### src/rtl/red_laser_driver.sv
// -----------------------------------------------------------------------------
// red_laser_driver
//   Drives the red aiming-laser diode with a soft-start / soft-stop PWM.
//   The request level comes from the upstream request stage (already
//   qualified). The main-laser interlock forces the diode dark immediately.
//   The block also enforces a maximum continuous on-time and a lockout
//   dwell after any fault.
//
//   Ports
//     clk_in       in   system clock (32 MHz)
//     rstn_i       in   asynchronous active-low reset
//     req_in       in   red-laser request level, synchronous to clk_in
//     intlk_in     in   1 = main laser armed/fault, red laser must be dark
//     pwm_out      out  registered diode drive
//     las_on       out  1 while in ON (full duty reached)
//     timeout_flag out  set by a max-on timeout, cleared on LOCKOUT exit
//     intlk_flag   out  set by an interlock hit, cleared on LOCKOUT exit
//     state_o      out  FSM state: IDLE=0 RAMP_UP=1 ON=2 RAMP_DOWN=3 LOCKOUT=4
// -----------------------------------------------------------------------------
module red_laser_driver #(
   parameter logic [15:0] PWM_PERIOD    = 16'd3200,
   parameter logic [15:0] DUTY_MAX      = 16'd1600,
   parameter logic [15:0] DUTY_STEP     = 16'd16,
   parameter logic [15:0] RAMP_STEP_CYC = 16'd3200,
   parameter logic [31:0] MAX_ON_CYC    = 32'd1920000000,
   parameter logic [25:0] LOCKOUT_CYC   = 26'd9600000
) (
   input  logic       clk_in,
   input  logic       rstn_i,
   input  logic       req_in,
   input  logic       intlk_in,
   output logic       pwm_out,
   output logic       las_on,
   output logic       timeout_flag,
   output logic       intlk_flag,
   output logic [2:0] state_o
);

   typedef enum logic [2:0] {
      S_IDLE      = 3'd0,
      S_RAMP_UP   = 3'd1,
      S_ON        = 3'd2,
      S_RAMP_DOWN = 3'd3,
      S_LOCKOUT   = 3'd4
   } state_t;

   state_t      state_q, state_d;
   logic [15:0] duty_q, duty_d;
   logic [15:0] step_cnt_q, step_cnt_d;
   logic [31:0] on_cnt_q, on_cnt_d;
   logic [25:0] lock_cnt_q, lock_cnt_d;
   logic        timeout_q, timeout_d;
   logic        intlk_flag_q, intlk_flag_d;
   logic        las_on_q;

   logic [15:0] pwm_cnt_q;
   logic [15:0] duty_shadow_q;
   logic        pwm_q;

   logic        step_done;
   logic [16:0] duty_sum;
   logic [15:0] duty_up;
   logic [15:0] duty_dn;

   // Ramp arithmetic: 17-bit sum so the saturation compare cannot wrap.
   assign step_done = (step_cnt_q == RAMP_STEP_CYC - 16'd1);
   assign duty_sum  = {1'b0, duty_q} + {1'b0, DUTY_STEP};
   assign duty_up   = (duty_sum >= {1'b0, DUTY_MAX}) ? DUTY_MAX : duty_sum[15:0];
   assign duty_dn   = (duty_q > DUTY_STEP) ? (duty_q - DUTY_STEP) : 16'd0;

   // ---------------- state register ----------------
   always_ff @(posedge clk_in or negedge rstn_i) begin
      if (!rstn_i) begin
         state_q      <= S_IDLE;
         duty_q       <= 16'd0;
         step_cnt_q   <= 16'd0;
         on_cnt_q     <= 32'd0;
         lock_cnt_q   <= 26'd0;
         timeout_q    <= 1'b0;
         intlk_flag_q <= 1'b0;
         las_on_q     <= 1'b0;
      end else begin
         state_q      <= state_d;
         duty_q       <= duty_d;
         step_cnt_q   <= step_cnt_d;
         on_cnt_q     <= on_cnt_d;
         lock_cnt_q   <= lock_cnt_d;
         timeout_q    <= timeout_d;
         intlk_flag_q <= intlk_flag_d;
         las_on_q     <= (state_d == S_ON);
      end
   end

   // ---------------- next-state logic ----------------
   always_comb begin
      state_d      = state_q;
      duty_d       = duty_q;
      step_cnt_d   = step_cnt_q;
      on_cnt_d     = on_cnt_q;
      lock_cnt_d   = lock_cnt_q;
      timeout_d    = timeout_q;
      intlk_flag_d = intlk_flag_q;

      if (intlk_in) begin
         // Interlock outranks everything, in every state.
         duty_d       = 16'd0;
         intlk_flag_d = 1'b1;
         lock_cnt_d   = 26'd0;
         state_d      = S_LOCKOUT;
      end else begin
         case (state_q)
            S_IDLE: begin
               duty_d = 16'd0;
               if (req_in) begin
                  state_d    = S_RAMP_UP;
                  step_cnt_d = 16'd0;
               end
            end
            S_RAMP_UP: begin
               if (!req_in) begin
                  // Ramp down from wherever the ramp had reached.
                  state_d    = S_RAMP_DOWN;
                  step_cnt_d = 16'd0;
               end else if (duty_q == DUTY_MAX) begin
                  state_d  = S_ON;
                  on_cnt_d = 32'd0;
               end else if (step_done) begin
                  step_cnt_d = 16'd0;
                  duty_d     = duty_up;
               end else begin
                  step_cnt_d = step_cnt_q + 16'd1;
               end
            end
            S_ON: begin
               on_cnt_d = on_cnt_q + 32'd1;
               if (on_cnt_q == MAX_ON_CYC - 32'd1) begin
                  // Timeout wins over a request drop in the same cycle.
                  timeout_d  = 1'b1;
                  state_d    = S_RAMP_DOWN;
                  step_cnt_d = 16'd0;
               end else if (!req_in) begin
                  state_d    = S_RAMP_DOWN;
                  step_cnt_d = 16'd0;
               end
            end
            S_RAMP_DOWN: begin
               if (duty_q == 16'd0) begin
                  lock_cnt_d = 26'd0;
                  state_d    = timeout_q ? S_LOCKOUT : S_IDLE;
               end else if (step_done) begin
                  step_cnt_d = 16'd0;
                  duty_d     = duty_dn;
               end else begin
                  step_cnt_d = step_cnt_q + 16'd1;
               end
            end
            S_LOCKOUT: begin
               duty_d = 16'd0;
               if (lock_cnt_q < LOCKOUT_CYC) begin
                  lock_cnt_d = lock_cnt_q + 26'd1;
               end
               // Requiring req_in low means a request held across the
               // lockout can never restart the laser.
               if ((lock_cnt_q >= LOCKOUT_CYC) && !req_in) begin
                  state_d      = S_IDLE;
                  timeout_d    = 1'b0;
                  intlk_flag_d = 1'b0;
               end
            end
            default: begin
               // Illegal codes recover through the safe dark state.
               duty_d     = 16'd0;
               lock_cnt_d = 26'd0;
               state_d    = S_LOCKOUT;
            end
         endcase
      end
   end

   // ---------------- output logic ----------------
   always_comb begin
      pwm_out      = pwm_q;
      las_on       = las_on_q;
      timeout_flag = timeout_q;
      intlk_flag   = intlk_flag_q;
      state_o      = state_q;
   end

   // ---------------- PWM generator ----------------
   // Duty is latched into the shadow at the end of each period so a period
   // never sees a partial update; the interlock bypasses this and goes dark
   // on the very next edge.
   always_ff @(posedge clk_in or negedge rstn_i) begin
      if (!rstn_i) begin
         pwm_cnt_q     <= 16'd0;
         duty_shadow_q <= 16'd0;
         pwm_q         <= 1'b0;
      end else begin
         if (pwm_cnt_q >= PWM_PERIOD - 16'd1) begin
            pwm_cnt_q <= 16'd0;
         end else begin
            pwm_cnt_q <= pwm_cnt_q + 16'd1;
         end

         if (intlk_in) begin
            duty_shadow_q <= 16'd0;
            pwm_q         <= 1'b0;
         end else begin
            if (pwm_cnt_q == PWM_PERIOD - 16'd1) begin
               duty_shadow_q <= duty_q;
            end
            pwm_q <= (pwm_cnt_q < duty_shadow_q);
         end
      end
   end

endmodule
### config.mk
export PLATFORM = sky130hd
export DESIGN_NAME = red_laser_driver
export DESIGN_NICKNAME = d
export VERILOG_FILES = /design/src/rtl/red_laser_driver.sv
export SDC_FILE = /design/constraint.sdc
export NUM_CORES = 1
export LEC_CHECK = 0
export BUFFER_PORTS_ARGS = -buffer_cell sky130_fd_sc_hd__buf_2
export CAP_MARGIN = 20
export CORE_ASPECT_RATIO = 1.4
export CORE_UTILIZATION = 50
export DETAILED_ROUTE_END_ITERATION = 10
export PLACE_DENSITY = 0.68
export SYNTH_ARGS = -nofsm -noshare
export SYNTH_HDL_FRONTEND = slang
export SYNTH_SLANG_ARGS = --single-unit
### constraint.sdc
create_clock -name clk_in -period 2.8 [get_ports clk_in]
set_clock_uncertainty 0.2 [all_clocks]
set_input_delay 0.56 -clock clk_in [delete_from_list [all_inputs] [get_ports clk_in]]
set_output_delay 0.56 -clock clk_in [all_outputs]
set_load 0.02 [all_outputs]
== Word-level counts from Yosys, hierarchy flattened ==
Index checks and enable logic that the tools add are counted.

* Logic and storage cells: 110
* Memory bits (read-only): 0
* Latch bits: 0
* Flip-flop bits (word level): 129
* Memories: 0
* Input port bits: 4
* Memory bits (writable): 0

* Add/sub/neg operators: 6
* Equal/unequal tests: 26
* Reduce and logical (&&, ||, !) cells: 17
* $mul: 0
* Bitwise gates (word level): 1
* Shifts and indexed selects: 0
* Mux-type cells: 43
* Divide/modulo/power cells: 0
* Magnitude comparators: 6

{| class="wikitable"
|+ Operators by type and width
! operator !! number
|-
| $mux 16 || 18
|-
| $mux 26 || 3
|-
| $pmux 26 s3 || 1
|-
| $mux 32 || 2
|-
| $pmux 16 s4 || 1
|-
| $pmux 32 s2 || 1
|-
| $pmux 16 s3 || 1
|-
| $add 16x1->16 const B || 2
|-
| $add 32x1->32 const B || 1
|-
| $eq 16x12->1 const B || 2
|-
| $eq 32x31->1 const B || 1
|-
| $mux 3 || 9
|-
| $ne 3x3->1 const B || 9
|-
| $add 26x1->26 const B || 1
|-
| $ge 26x24->1 const B || 1
|-
| $lt 26x24->1 const B || 1
|-
| $add 16x5->17 const B || 1
|-
| $ge 17x11->1 const B || 1
|-
| $eq 16x11->1 const B || 1
|-
| $ge 16x12->1 const B || 1
|-
| $gt 16x5->1 const B || 1
|-
| $logic_not 16->1 || 1
|-
| $lt 16x16->1 || 1
|-
| $sub 16x5->16 const B || 1
|-
| other kinds (19) || 37
|}

== Logic depth before layout (Yosys ltp) ==
* Depth in word-level cells: 8
* Depth in mapped cells: 11
* Gate-level depth less buffers: 8

== Worst setup path before layout ==
Ideal clock, no wire load.

* Kind: register to register
* Start: register duty_q[4]
* End: register duty_q[12]
* Path slack: 136 ps
* Stages on the path, launching flop included: 10
* Arrival: 2368 ps
* Library setup time: 95 ps
* Cell sequence: dfrtp_1 > clkbuf_1 > inv_1 > ha_1 > nor3b_1 > a41oi_1 > nand2_1 > nor4_1 > nand2_1 > o31ai_1

* Word-level cells in the longest chain between the ends: 8

{| class="wikitable"
|+ RTL lines
! element !! line !! RTL
|-
| from (decl) || 48 || <nowiki>logic [15:0] duty_q, duty_d;</nowiki>
|-
| from (signal assigned) || 84 || <nowiki>duty_q <= duty_d;</nowiki>
|-
| $add 16x5->17 || 67 || <nowiki>assign duty_sum = {1'b0, duty_q} + {1'b0, DUTY_STEP};</nowiki>
|-
| $ge 17x11->1 || 68 || <nowiki>assign duty_up = (duty_sum >= {1'b0, DUTY_MAX}) ? DUTY_MAX : duty_sum[15:0];</nowiki>
|-
| $mux 16 || 68 ||
|-
| $mux 16 || 127 || <nowiki>end else if (step_done) begin</nowiki>
|-
| $mux 16 || 124 || <nowiki>end else if (duty_q == DUTY_MAX) begin</nowiki>
|-
| $mux 16 || 120 || <nowiki>if (!req_in) begin</nowiki>
|-
| $pmux 16 s3 || 111 || <nowiki>case (state_q)</nowiki>
|-
| $mux 16 || 104 || <nowiki>if (intlk_in) begin</nowiki>
|}

Parallel ways exist; a longest one is shown, timed or not. The select of a mux whose other input is x is not followed.
A chain may end at the register's enable or synchronous reset.

== Worst setup path after layout ==
* Start: register duty_q[9]
* End: register step_cnt_q[4]

* Word-level cells in the longest chain between the ends: 3

{| class="wikitable"
|+ RTL lines
! element !! line !! RTL
|-
| $eq 16x11->1 / $logic_not 16->1 (equally long branches) || 124, 147 ||
|-
| $ne 3x3->1 (no source line) / $ne 2x2->1 (equally long branches) || n/a ||
|-
| $reduce_and 6->1 (no source line) * || n/a ||
|-
| to (signal assigned) || 85 || <nowiki>step_cnt_q <= step_cnt_d;</nowiki>
|-
| to (decl) || 49 || <nowiki>logic [15:0] step_cnt_q, step_cnt_d;</nowiki>
|}

Mark *: on every way between the ends. The rest lies on a longest branch, timed or not.

==> flow_summary.toml <==
[run_status]
outcome = "completed"

[die]
coreArea_um2 = 14920
initial_core_util = 0.5095
die_w_um = 106.2
die-area_um2 = 15710
num_rows = 53
ios = 11
die_h_um = 147.9

[sta]
report.final.slew_viol_count = 0
slew_headroom = 0.4244
tightestPinTransition_ps = 861.0
finalSetupViolCount = 0
fmax_ghz = 0.3740
period_minus_slack_ps = 2674
period_share = 0.9550
hold_viol = 0
rsz0062_at_grt = "no"

[global_route]
groute.usage.overall = 0.2670
grt_pass1_vias = 7084
grt_pass1_wl_um = 33720
grt_max_degree = 123
antenna_found_initial = 0
grt_overflow_total = 0

[detailed_routing]
wl_um = 19720
wl_per_cell_um = 17.83
drc = 0
first_pass_iters = 6
drtIter0Drc = 532
ant_nets = 0
avgViaCountPerCell = 6.368
vias = 7043

[clock_tree]
cts_buffers = 17
root_buffer = "clkbuf_16"
cts_buffer_depth = 2
clk_latency_ps = 430
cts_num_sinks = 122
path_clk_slew_ps = 50
ctsHtreeMaxLevel = 4
cts_tree = "yes"

[synthesis]
synthArstFlopShare = 1.000
yosys_warnings = 0
synth.top_cell.area_share = 0.4016
ys_top_cells_by_area = "dfrtp_1 (40%), nand2_1 (4.4%), a21oi_1 (4.3%)"
synth.avg_cell_area_um2 = 8.748
ys_seq_area_frac = 0.4016
ys_types = 82
synth_area_um2 = 7602
synth-seq-cells = 122
synthFlopType = "dfrtp_1"
synth_edf_count = 0
syn_inst = 869
synth_area_leader_cell = "dfrtp_1"

[pwr]
power_density_nw_per_um2 = 464.4
peakVddDrop_mv = 0.3472
clockPowerShare = 0.510
pwr-share-comb = 0.038
power_frac_seq = 0.452
p_int_mw = 3.115
leakage_nw = 3.578
p_switching_mw = 0.9241
switching_share = 0.2288

[setup_path]
cp-end-kind = "flip-flop"
crit_path_start_kind = "flip-flop"
crit_fanout = 7
crit_type = "reg -> reg"
cp.arrival_ps = 2810
worstPathRequired_ps = 2940

[layout]
num_antenna_cells = 0
post-route-util = 0.5830
fillers = 1316
stdcell_area_um2 = 8698
final_nets = 930
drive_gt1_frac = 0.1488
syn2layout_area_growth_pct = 14.42

[placement]
port-buffer-count = 10
hpwlAfterDp_um = 13550
place.gp.congestion = 0.8945
dpl_cell_area_um2 = 8040

[worst_hold_path]
min_path_type = "in -> async"

[run]
maxCapViolCount = 0
-- critical path, cell delays in order (launching register included) --
cell      delay, ps
dfrtp_1         470
and4bb_2        300
a31o_2          240
a211o_1         450
o211ai_2        170
nand3_2         250
buf_4           260
o31ai_2         220
-- synthesized netlist by cell type, types with 13 or more instances --
master	count
or4_1	16
o31ai_1	27
dfrtp_1	122
nor3_1	26
a31oi_1	13
clkbuf_1	33
nand2_1	90
o21ai_0	66
nor4_1	17
nand3_1	43
nand4_1	21
or3_1	20
and3_1	17
inv_1	31
and2_1	21
ha_1	24
nor2_1	53
a21oi_1	66
-- power groups by stage --
stage	clock network (mW)	registers (mW)	logic, mW
floorplan	0	1.85	0.0836
global placement	0	1.85	0.149
detailed placement	0	1.85	0.156
CTS	2.08	1.82	0.156
global route	2.15	1.83	0.176
finish	2.06	1.83	0.155
-- placed cells by master (no fill, tap or decap), types with 11 or more instances in the layout --
cell type and count:
a21oi_1 64, a31oi_1 13, and2_1 21, and3_1 17
buf_4 49, clkbuf_16 17, dfrtp_1 121, ha_1 24
inv_1 31, nand2_1 90, nand3_1 43, nand4_1 21
nor2_1 53, nor3_1 25, nor4_1 17, o21ai_0 66
o31ai_1 27, o31ai_2 11, or3_1 20, or4_1 16
-- registers in the layout, indices dropped and copies added (netlist names) --
register       cells
duty_q            12
duty_shadow_q     13
intlk_flag         1
las_on             1
lock_cnt_q        26
on_cnt_q          32
pwm_cnt_q         16
pwm_out            1
state_o            3
step_cnt_q        16
timeout_flag       1
-- routing by layer --
| metal | part of all wire | wire length [um] | GRT usage |
|---|---|---|---|
| met1 | 0.40 | 7976 | 0.3114 |
| met2 | 0.51 | 10110 | 0.4633 |
| met3 | 0.050 | 994 | 0.04982 |
| met4 | 0.033 | 646 | 0.1382 |
| met5 | 0 | 0 | 0 |
-- through the flow --
step           instances  setup TNS [ps]  setup slack (ps)  hold slack, ps  total power, mW
6_report            1106               0             126.0           19.25            4.040
4_1_cts             1103               0             38.84           73.04            4.063
3_3_place_gp        1070               0             81.77           263.5            2.003
5_1_grt             1106               0             6.637           100.3            4.157
2_1_floorplan        872               0             136.1           64.41            1.932
3_5_place_dp        1071          -47.92            -26.23           277.7            2.010
-- timing repair --
item                                    4_1_cts  5_1_grt
hold buffers                                  0        0
pin swaps                                     1        2
setup buffers                                 0        2
gates resized for setup                       0       14
cloned                                        1        1
endpoints found under the setup margin        9       30
-- area by class of cell --
cell class              instances  area, um^2  share of cell area
well taps                     192       240.2             0.02762
clock inverters                 8       70.07            0.008055
inverters                      31       116.4             0.01338
clock buffers                  23       478.0             0.05495
flip-flops and latches        122        3054              0.3511
repair buffers                 59       432.9             0.04977
multi-input cells             671        4307              0.4951
-- final timing paths --
path	from	to	slack [ps]	cells after the start
worst max register to register	duty_q[9]	step_cnt_q[4]	130	7
worst min-delay path	rstn_i	on_cnt_q[28]	20	2
min in group clk_in	on_cnt_q[30]	on_cnt_q[30]	290	1
worst max-delay path	duty_q[9]	step_cnt_q[4]	130	7
max in group asynchronous	rstn_i	intlk_flag	1860	2
worst min register to register	on_cnt_q[30]	on_cnt_q[30]	290	1
-- kinds of logic (layout without fill, tap and decap cells) --
| group | count (synthesis) | after routing | share of synthesized area |
|---|---|---|---|
| muxes | 1 | 1 | 0.001317 |
| AOI/OAI and AO/OA | 255 | 255 | 0.2298 |
| buffers and inverters | 81 | 121 | 0.04625 |
| adders and majority gates | 24 | 24 | 0.03950 |
| other | 1 | 4 | 0.0004933 |
| DFF | 122 | 122 | 0.4016 |
| xor gates and xnor gates | 10 | 10 | 0.01152 |
| and+or+nand+nor | 375 | 377 | 0.2696 |
Power figures use the tool's default switching activity.
